File: src/rtl/pipe_pkg.sv
// Shared definitions for the elastic pipeline stage registers of the RV32IM core.
package pipe_pkg;

  // Stage occupancy state. The numeric value equals the number of held entries.
  typedef enum logic [1:0] {
    ST_EMPTY = 2'd0,
    ST_HOLD  = 2'd1,
    ST_SKIDF = 2'd2
  } pipe_state_e;

  // Control-field widths of the individual stage registers.
  localparam int IFID_CTRL_W  = 2;
  localparam int IDEX_CTRL_W  = 12;
  localparam int EXMEM_CTRL_W = 8;
  localparam int MEMWB_CTRL_W = 4;

  // Number of entries held in a given state.
  function automatic logic [1:0] state_count(input pipe_state_e st);
    case (st)
      ST_HOLD:  state_count = 2'd1;
      ST_SKIDF: state_count = 2'd2;
      default:  state_count = 2'd0;
    endcase
  endfunction

endpackage

File: src/rtl/pipe_entry.sv
// One pipeline entry: valid flag, control field and payload register.
// Clearing drops valid and zeroes control but leaves the payload untouched,
// so a bubble never carries live control bits downstream.
module pipe_entry #(
  parameter int DATA_W = 64,
  parameter int CTRL_W = 8
) (
  input  logic              clk,
  input  logic              reset,
  input  logic              load_i,
  input  logic              clear_i,
  input  logic [CTRL_W-1:0] ctrl_i,
  input  logic [DATA_W-1:0] data_i,
  output logic              valid_o,
  output logic [CTRL_W-1:0] ctrl_o,
  output logic [DATA_W-1:0] data_o
);

  logic              valid_q;
  logic [CTRL_W-1:0] ctrl_q;
  logic [DATA_W-1:0] data_q;

  // Entry register: reset beats clear, clear beats load.
  always_ff @(posedge clk) begin
    if (reset) begin
      valid_q <= 1'b0;
      ctrl_q  <= '0;
      data_q  <= '0;
    end else if (clear_i) begin
      valid_q <= 1'b0;
      ctrl_q  <= '0;
    end else if (load_i) begin
      valid_q <= 1'b1;
      ctrl_q  <= ctrl_i;
      data_q  <= data_i;
    end
  end

  assign valid_o = valid_q;
  assign ctrl_o  = ctrl_q;
  assign data_o  = data_q;

endmodule

File: src/rtl/pipe_stage_skid.sv
// Elastic pipeline stage with valid/ready handshake, flush and an optional
// two-entry skid buffer. With the skid buffer, in_ready comes straight from the
// skid entry's valid flag, which breaks the combinational ready path.
module pipe_stage_skid
  import pipe_pkg::*;
#(
  parameter int DATA_W = 64,
  parameter int CTRL_W = EXMEM_CTRL_W,
  parameter int SKID   = 1
) (
  input  logic              clk,
  input  logic              reset,
  input  logic              flush,
  input  logic              in_valid,
  output logic              in_ready,
  input  logic [CTRL_W-1:0] in_ctrl,
  input  logic [DATA_W-1:0] in_data,
  output logic              out_valid,
  input  logic              out_ready,
  output logic [CTRL_W-1:0] out_ctrl,
  output logic [DATA_W-1:0] out_data,
  output logic [1:0]        count
);

  pipe_state_e state_q, state_d;
  logic [1:0]  count_q;

  logic              main_valid, skid_valid;
  logic [CTRL_W-1:0] main_ctrl, skid_ctrl, main_ctrl_in;
  logic [DATA_W-1:0] main_data, skid_data, main_data_in;

  logic accept, send;
  logic load_main, clr_main, load_skid, clr_skid, main_from_skid;

  // An instruction offered during flush is dropped even when in_ready is high.
  assign accept = in_valid & in_ready & ~flush;
  assign send   = main_valid & out_ready;

  // Next-state and entry control of the handshake FSM.
  always_comb begin
    state_d        = state_q;
    load_main      = 1'b0;
    clr_main       = 1'b0;
    load_skid      = 1'b0;
    clr_skid       = 1'b0;
    main_from_skid = 1'b0;
    if (flush) begin
      state_d  = ST_EMPTY;
      clr_main = 1'b1;
      clr_skid = 1'b1;
    end else begin
      case (state_q)
        ST_EMPTY: begin
          if (accept) begin
            load_main = 1'b1;
            state_d   = ST_HOLD;
          end
        end
        ST_HOLD: begin
          if (accept && send) begin
            load_main = 1'b1;
          end else if (accept && !send && (SKID != 0)) begin
            load_skid = 1'b1;
            state_d   = ST_SKIDF;
          end else if (send) begin
            clr_main = 1'b1;
            state_d  = ST_EMPTY;
          end
        end
        ST_SKIDF: begin
          if (send) begin
            load_main      = 1'b1;
            main_from_skid = 1'b1;
            clr_skid       = 1'b1;
            state_d        = ST_HOLD;
          end
        end
        default: state_d = ST_EMPTY;
      endcase
    end
  end

  // State register and occupancy count share the same edge.
  always_ff @(posedge clk) begin
    if (reset) begin
      state_q <= ST_EMPTY;
      count_q <= 2'd0;
    end else begin
      state_q <= state_d;
      count_q <= state_count(state_d);
    end
  end

  assign main_ctrl_in = main_from_skid ? skid_ctrl : in_ctrl;
  assign main_data_in = main_from_skid ? skid_data : in_data;

  pipe_entry #(.DATA_W(DATA_W), .CTRL_W(CTRL_W)) u_main (
    .clk     (clk),
    .reset   (reset),
    .load_i  (load_main),
    .clear_i (clr_main),
    .ctrl_i  (main_ctrl_in),
    .data_i  (main_data_in),
    .valid_o (main_valid),
    .ctrl_o  (main_ctrl),
    .data_o  (main_data)
  );

  generate
    if (SKID != 0) begin : g_skid
      pipe_entry #(.DATA_W(DATA_W), .CTRL_W(CTRL_W)) u_skid (
        .clk     (clk),
        .reset   (reset),
        .load_i  (load_skid),
        .clear_i (clr_skid),
        .ctrl_i  (in_ctrl),
        .data_i  (in_data),
        .valid_o (skid_valid),
        .ctrl_o  (skid_ctrl),
        .data_o  (skid_data)
      );
      // Skid entry occupied exactly in SKIDF, so this is a registered ready.
      assign in_ready = ~skid_valid;
    end else begin : g_noskid
      assign skid_valid = 1'b0;
      assign skid_ctrl  = '0;
      assign skid_data  = '0;
      assign in_ready   = ~main_valid | out_ready;
    end
  endgenerate

  assign out_valid = main_valid;
  assign out_ctrl  = main_ctrl;
  assign out_data  = main_data;
  assign count     = count_q;

endmodule

File: config.mk
export PLATFORM = sky130hd
export DESIGN_NAME = pipe_stage_skid
export DESIGN_NICKNAME = d
export VERILOG_FILES = /design/src/rtl/pipe_pkg.sv /design/src/rtl/pipe_entry.sv /design/src/rtl/pipe_stage_skid.sv
export SDC_FILE = /design/constraint.sdc
export NUM_CORES = 1
export LEC_CHECK = 0
export ABC_AREA = 1
export CORE_MARGIN = 3
export CORE_UTILIZATION = 51
export DETAILED_ROUTE_END_ITERATION = 16
export PLACE_DENSITY = 0.83
export SYNTH_ARGS = -nofsm -noshare
export SYNTH_HDL_FRONTEND = slang
export SYNTH_HIERARCHICAL = 1
export SYNTH_SLANG_ARGS = --single-unit
File: constraint.sdc
create_clock -name clk -period 2.3 [get_ports clk]
set_input_delay 0.575 -clock clk [delete_from_list [all_inputs] [get_ports clk]]
set_output_delay 0.575 -clock clk [all_outputs]
set_load 0.01 [all_outputs]
==> out/summary.txt, run 1 <==
Worst clock skew - 7.26 ps
Pins over their slew limit - 0
Period utilisation layout - 87.9%
Count of pins on the block boundary - 153
Total number of vias - 7134
Clock latency at the later pin of the worst-skew pair - 420 ps
Critical path's slowest cell - clkdlybuf4s50_1
Worst path arrival time - 2380 ps
Startpoint of the most critical register-to-register path - state_q[0]$_SDFF_PP0_
Post-synthesis sequential area ratio - 41.3%
Power share of the combinational group - 10.7%
Area Overhead vs Synth - 32.9%
Number of search-and-repair iterations in the first detailed-routing pass - 6
Clock H-tree levels - 4
Clk slew on worst S/H paths - 60 ps
Clock tree from TritonCTS - yes
Internal power contribution - 4940 µW
Sequential group share of total power - 42.1%
CP delay by family, top - simple AND/OR/NAND/NOR gates
Number of unique standard cell types used by synthesis - 18
Antenna violations before repair - 0
Slew Limit Headroom - 68.4%
Type of element launching the critical path - input port
Buffers from clock root to sink, at most - 2
Hold WC Path Type - flop to flop
Via/cell ratio - 4.79
Capturing element type of the critical path - flop
Critical path's largest stage delay - 430 ps
Pwr per Cell Area - 659 mW/mm²
Detailed-route wire length - 18500 µm
Starting Density - 53.4%
Status - complete, no violations
Post-CTS sizing - 0
Post-CTS Hold Buffers - 0
Number of violations reported at the end of detailed-routing iteration 0 - 505
Sum of negative setup slack - 0 ps
Post-synthesis register bit count - 150
Endpoint of the most critical setup path - u_main/data_o[58]$_SDFFE_PP0P_
Placed standard-cell area - 0.00901 mm²
Most used cell, CP - nor2_1
Avg Cell Area, Syn - 6.20 µm²
Fin area - 0.00966 mm²
R2R setup slack - 470 ps
Count of buffers from port buffering - 152
Number of hold violations in the final report - 0
Part of the total power dissipated in the clock network - 47.2%
Num CTS Buffers - 17
Final core area utilization - 71.0%
Synthesis Warnings - 6
Clock sink total - 150
Setup repair after global routing missed its margin - no
Worst Setup SP - flush
ANT cells - 0
Maximum number of pins on one net before global-route repair - 65
Leakage power of the design - 0.00430 µW
Post-synthesis instance total - 1171
Peak supply drop - 0.000558 V
Max FO, Critical Path - 41
DRC Markers - 0
Buffer cell driving the clock tree root - clkbuf_16
Die Wd - 125 µm
Final-report setup violation count - 0
Final Wtd Congestion - 0.819
Reported max-cap violation count - 0
Grt total ovfl - 0
Post-detailed-route count of antenna-violating nets - 0
Row cnt - 42
Worst-margin pin slew - 468 ps
Highest clock frequency the design can meet - 0.495 GHz
Netlist Area Pre-Place - 0.00727 mm²
Worst reg2reg path depth - 9
Global-route wire length before repair - 30700 µm
Combined buffer and inverter count along the critical path - 3
Fin nets - 1377
Post-CTS setup-driven buffer insertion count - 0
Min Tclk post-route - 2020 ps
Die ar. - 0.0157 mm²
Detailed-route wire length per cell - 12.4 µm
Detail Placement HPWL - 11700 µm
FILL cells - 1168
Critical path depth in cells - 9
Critical-path cell list - clkdlybuf4s50_1 -> nor2_1 -> nand3_1 -> a31oi_4 -> inv_2 -> nor2_4 -> buf_12 -> nor2_1 -> nor2_1
Vias in the first global route - 6512
Switching power - 1420 µW
Layout cells sized above 1 - 5.64%
Worst setup path class - input port to flop
Vertical extent of the die - 125 µm
Syn nets - 1248
Core region area - 0.0136 mm²
Sw Ratio - 22.4%
Reg-to-Reg End - u_main/data_o[61]$_SDFFE_PP0P_
CP required - 2660 ps
GRT Util Overall - 23.3%
==> stage by stage <==
| stage | total power, µW | hold slack (ps) | instances | setup slack [ps] |
|---|---|---|---|---|
| floorplan | 3080 | 441 | 1171 | 512 |
| global placement | 3400 | 446 | 1457 | -99.1 |
| detailed placement | 3410 | 451 | 1457 | -153 |
| CTS | 6400 | 460 | 1489 | 275 |
| global route | 6580 | 481 | 1489 | 131 |
| finish | 6360 | 459 | 1489 | 279 |
==> power by group through the flow <==
stage	clock network [µW]	logic (µW)	registers, µW
after global routing	3150	753	2690
after global placement	0	666	2740
after CTS	3040	679	2680
after detailed placement	0	671	2740
after floorplan	0	326	2750
final	3000	679	2680
==> worst min-delay path by stage <==
stage                                               startpoint                                   end  depth (start not counted)
after floorplan           g_skid.u_skid/ctrl_o[4]$_SDFFE_PP0P_  g_skid.u_skid/ctrl_o[4]$_SDFFE_PP0P_                          2
after global placement    g_skid.u_skid/ctrl_o[3]$_SDFFE_PP0P_  g_skid.u_skid/ctrl_o[3]$_SDFFE_PP0P_                          2
after detailed placement  g_skid.u_skid/ctrl_o[4]$_SDFFE_PP0P_  g_skid.u_skid/ctrl_o[4]$_SDFFE_PP0P_                          2
after CTS                 g_skid.u_skid/ctrl_o[0]$_SDFFE_PP0P_  g_skid.u_skid/ctrl_o[0]$_SDFFE_PP0P_                          2
after global routing      g_skid.u_skid/ctrl_o[0]$_SDFFE_PP0P_  g_skid.u_skid/ctrl_o[0]$_SDFFE_PP0P_                          2
final                     g_skid.u_skid/ctrl_o[0]$_SDFFE_PP0P_  g_skid.u_skid/ctrl_o[0]$_SDFFE_PP0P_                          2
==> worst min-delay path: cells and delay by family (launching register included) <==
| kind | cells | cell delay, ps |
|---|---|---|
| AOI/OAI and AO/OA | 1 | 50 |
| DFF | 1 | 310 |
| and+or+nand+nor | 1 | 60 |
==> Yosys cell counts (all sizes together) <==
cell type,instances,share of area [%]
nor2,271,14
nand2,242,13
inv,212,11
dfxtp,150,41
nand3,131,9.0
o21ai,74,5.2
buf,62,4.7
a21oi,16,1.1
clkbuf,9,0.46
nand4,3,0.46
a31oi,1,0.086
==> logic make-up (layout without fill, tap and decap cells) <==
family	after synthesis	after routing	synth area share (%)
compound gates	91	91	6.39
buf+inv	283	425	16.1
flops	150	150	41.3
simple gates	647	647	36.2
==> state kept, by name, summed over array words and instances, names as in the netlist <==
register and cells:
count 2, state_q 2, u_main/valid_o 1, u_main/data_o 64
u_main/ctrl_o 8, g_skid.u_skid/valid_o 1, g_skid.u_skid/ctrl_o 8, g_skid.u_skid/data_o 64
==> layout make-up <==
| cell class | count | area [µm²] | share of cell area [%] |
|---|---|---|---|
| clock buffers | 24 | 502 | 5.20 |
| clock inverters | 8 | 143 | 1.48 |
| flip-flops and latches | 150 | 3000 | 31.1 |
| multi-input cells | 738 | 3120 | 32.3 |
| repair buffers | 181 | 1880 | 19.4 |
| inverters | 212 | 796 | 8.24 |
| well taps | 176 | 220 | 2.28 |
==> layer usage <==
metal	vias up	routed length (µm)	GRT usage (%)
met1	3114	7840	28.7
met3	23	1350	5.63
met5	-	0	0
met2	244	9070	41.0
li1	3753	-	-
met4	0	235	6.31
==> cell usage in the layout (no fill, tap or decap), types with 2 or more instances in the layout <==
master / synthesis / final
clkdlybuf4s50_1: 0 / 152
bufinv_16: 0 / 4
nor2_4: 2 / 3
nand2_1: 242 / 242
nand3_1: 131 / 131
a21oi_1: 16 / 16
clkbuf_1: 9 / 2
inv_2: 6 / 8
buf_12: 0 / 11
o21ai_2: 2 / 2
buf_4: 0 / 18
dfxtp_1: 150 / 150
clkbuf_16: 0 / 17
clkinv_2: 0 / 3
o21ai_1: 58 / 58
nor2_1: 269 / 268
nand4_1: 2 / 2
inv_1: 206 / 204
clkbuf_8: 0 / 5
o21ai_0: 14 / 14
Power figures use the tool's default switching activity.
==> run 2: changes to the inputs <==
ABC_CLOCK_PERIOD_IN_PS = 2300   (was unset)
CORE_MARGIN = 4   (was 3)
SKIP_LAST_GASP = 1   (was unset)
==> out/summary.txt, run 2 (synthesis results as in run 1) <==
Post-CTS setup-driven buffer insertion count - 0 (unchanged)
Count of buffers from port buffering - 152 (unchanged)
Fin worst setup slack - 326 ps (+47.6 ps)
Buffer cell driving the clock tree root - clkbuf_16
Fin nets - 1379 (+0.15%)
Place WS - -77.2 ps (+75.9 ps)
Number of violations reported at the end of detailed-routing iteration 0 - 461 (-8.7%)
Post-CTS Hold Buffers - 0 (unchanged)
Highest clock frequency the design can meet - 0.507 GHz (+2.4%)
Count of pins on the block boundary - 153 (unchanged)
Total number of vias - 7118 (-0.22%)
Finished Layout Cells - 1495 (+0.40%)
Die ar. - 0.0162 mm² (+3.2%)
Leakage power of the design - 0.00431 µW (+0.17%)
Clk slew on worst S/H paths - 60 ps (about the same)
Most frequent cells in the layout - 268 x nor2_1, 242 x nand2_1, 204 x inv_1
Pwr per Cell Area - 648 mW/mm² (-1.7%)
Slew Limit Headroom - 74.3% (+5.9 points)
Min Tclk post-route - 1970 ps (-47.6 ps)
Post-detailed-route count of antenna-violating nets - 0 (unchanged)
Status - complete, no violations
Via/cell ratio - 4.76 (-0.62%)
Capturing element type of the critical path - flop
Final-report setup violation count - 0 (unchanged)
Number of search-and-repair iterations in the first detailed-routing pass - 5 (-1)
Global-route wire length before repair - 30500 µm (-0.63%)
Layout cells sized above 1 - 5.63% (-0.0086 points)
Area Overhead vs Synth - 33.3%
Starting Density - 52.1% (-1.2 points)
Sum of negative setup slack - 0 ps (unchanged)
CP required - 2660 ps (about the same)
GR Util met1 - 28.3% (-0.32 points)
Final core area utilization - 69.5% (-1.4 points)
Core region area - 0.0139 mm² (+2.4%)
Buffers from clock root to sink, at most - 2 (unchanged)
Grt met2 use - 38.4% (-2.5 points)
DRC Markers - 0 (unchanged)
Row cnt - 43 (+2.4%)
Type of element launching the critical path - input port
Reported max-cap violation count - 0 (unchanged)
Grt total ovfl - 0 (unchanged)
Worst path arrival time - 2330 ps (-50 ps)
Maximum number of pins on one net before global-route repair - 63 (-3.1%)
Clock H-tree levels - 4 (unchanged)
Area used by multi-input combinational logic - 0.00312 mm² (unchanged)
Worst-margin pin slew - 386 ps (-82.9 ps)
Vertical extent of the die - 127 µm (+1.6%)
Peak-usage layer in the global routing report - met2
Num CTS Buffers - 17 (unchanged)
Post-CTS sizing - 0 (unchanged)
Total instance count after detailed placement - 1463 (+0.41%)
Peak supply drop - 0.000650 V (+16%)
ANT cells - 0 (unchanged)
FILL cells - 1176 (+0.68%)
Clock sink total - 150 (unchanged)
Vias in the first global route - 6618 (+1.6%)
Clock tree from TritonCTS - yes
Worst clock skew - 15.0 ps (+7.69 ps)
Setup repair after global routing missed its margin - no
Final Wtd Congestion - 0.802 (-2.1%)
Worst setup path class - input port to flop
Hold WC Path Type - flop to flop
Period utilisation layout - 85.8% (-2.1 points)
Max FO, Critical Path - 52 (+27%)
GRT Util Overall - 22.9% (-0.45 points)
Detailed-route wire length per cell - 12.3 µm (-1.3%)
Detail Placement HPWL - 11900 µm (+1.8%)
Final Power - 6270 µW (-1.4%)
Antenna violations before repair - 1 (+1)
GR Layer Usage met3 - 6.44% (+0.81 points)
Number of hold violations in the final report - 0 (unchanged)
Area used by sequential logic in the layout - 0.00300 mm² (unchanged)
Most common cell after layout, fill and taps aside - nor2_1
Clock latency at the later pin of the worst-skew pair - 430 ps (about the same)
Detailed-route wire length - 18300 µm (-0.92%)
Die Wd - 127 µm (+1.6%)
Pins over their slew limit - 0 (unchanged)
-- run 2: worst paths after layout --
kind	startpoint	to	slack, ps	cells past startpoint
hold reg to reg	g_skid.u_skid/ctrl_o[0]$_SDFFE_PP0P_	g_skid.u_skid/ctrl_o[0]$_SDFFE_PP0P_	460	2
setup reg to reg	state_q[0]$_SDFF_PP0_	u_main/data_o[6]$_SDFFE_PP0P_	580	9
hold / removal	g_skid.u_skid/ctrl_o[0]$_SDFFE_PP0P_	g_skid.u_skid/ctrl_o[0]$_SDFFE_PP0P_	460	2
setup / recovery	flush	u_main/data_o[6]$_SDFFE_PP0P_	330	9
-- run 2: layout make-up --
type	instances	area share, %
clock buffer	23	4.83
sequential	150	31.0
clock inverter	9	1.54
tap	180	2.32
multi-input combinational	738	32.2
inverter	212	8.21
timing repair buffer	183	19.9
-- run 2: per-stage QoR --
step | hold slack (ps) | cell area, µm²
2_1_floorplan | 441 | 7270
3_5_place_dp | 453 | 9070
4_1_cts | 462 | 9690
3_3_place_gp | 447 | 9070
5_1_grt | 474 | 9690
6_report | 460 | 9690
-- run 2: routing by layer --
| layer | part of all wire (%) | up-vias |
|---|---|---|
| met5 | 0.082 | - |
| met4 | 1.7 | 2 |
| met3 | 7.0 | 34 |
| met2 | 48 | 202 |
| met1 | 43 | 3120 |
| li1 | - | 3760 |
-- run 2: power breakdown --
group	total [µW]	switching, µW	internal, µW
Sequential	2680	28.3	2650
Combinational	679	345	335
Clock	2910	1050	1870
Total	6270	1420	4850
-- run 2: worst max-delay path, stage by stage --
cell and delay [ps]:
clkdlybuf4s50_1 420, nor2_1 240, nand3_1 190, a31oi_4 250, inv_2 70, nor2_4 110
buf_12 250, nor2_1 80, nor2_1 110
==> run 3: changes to the inputs <==
SLEW_MARGIN = 20   (was unset)
==> results of run 3 <==
The final DEF is identical to that of run 2; final timing and power are the same.
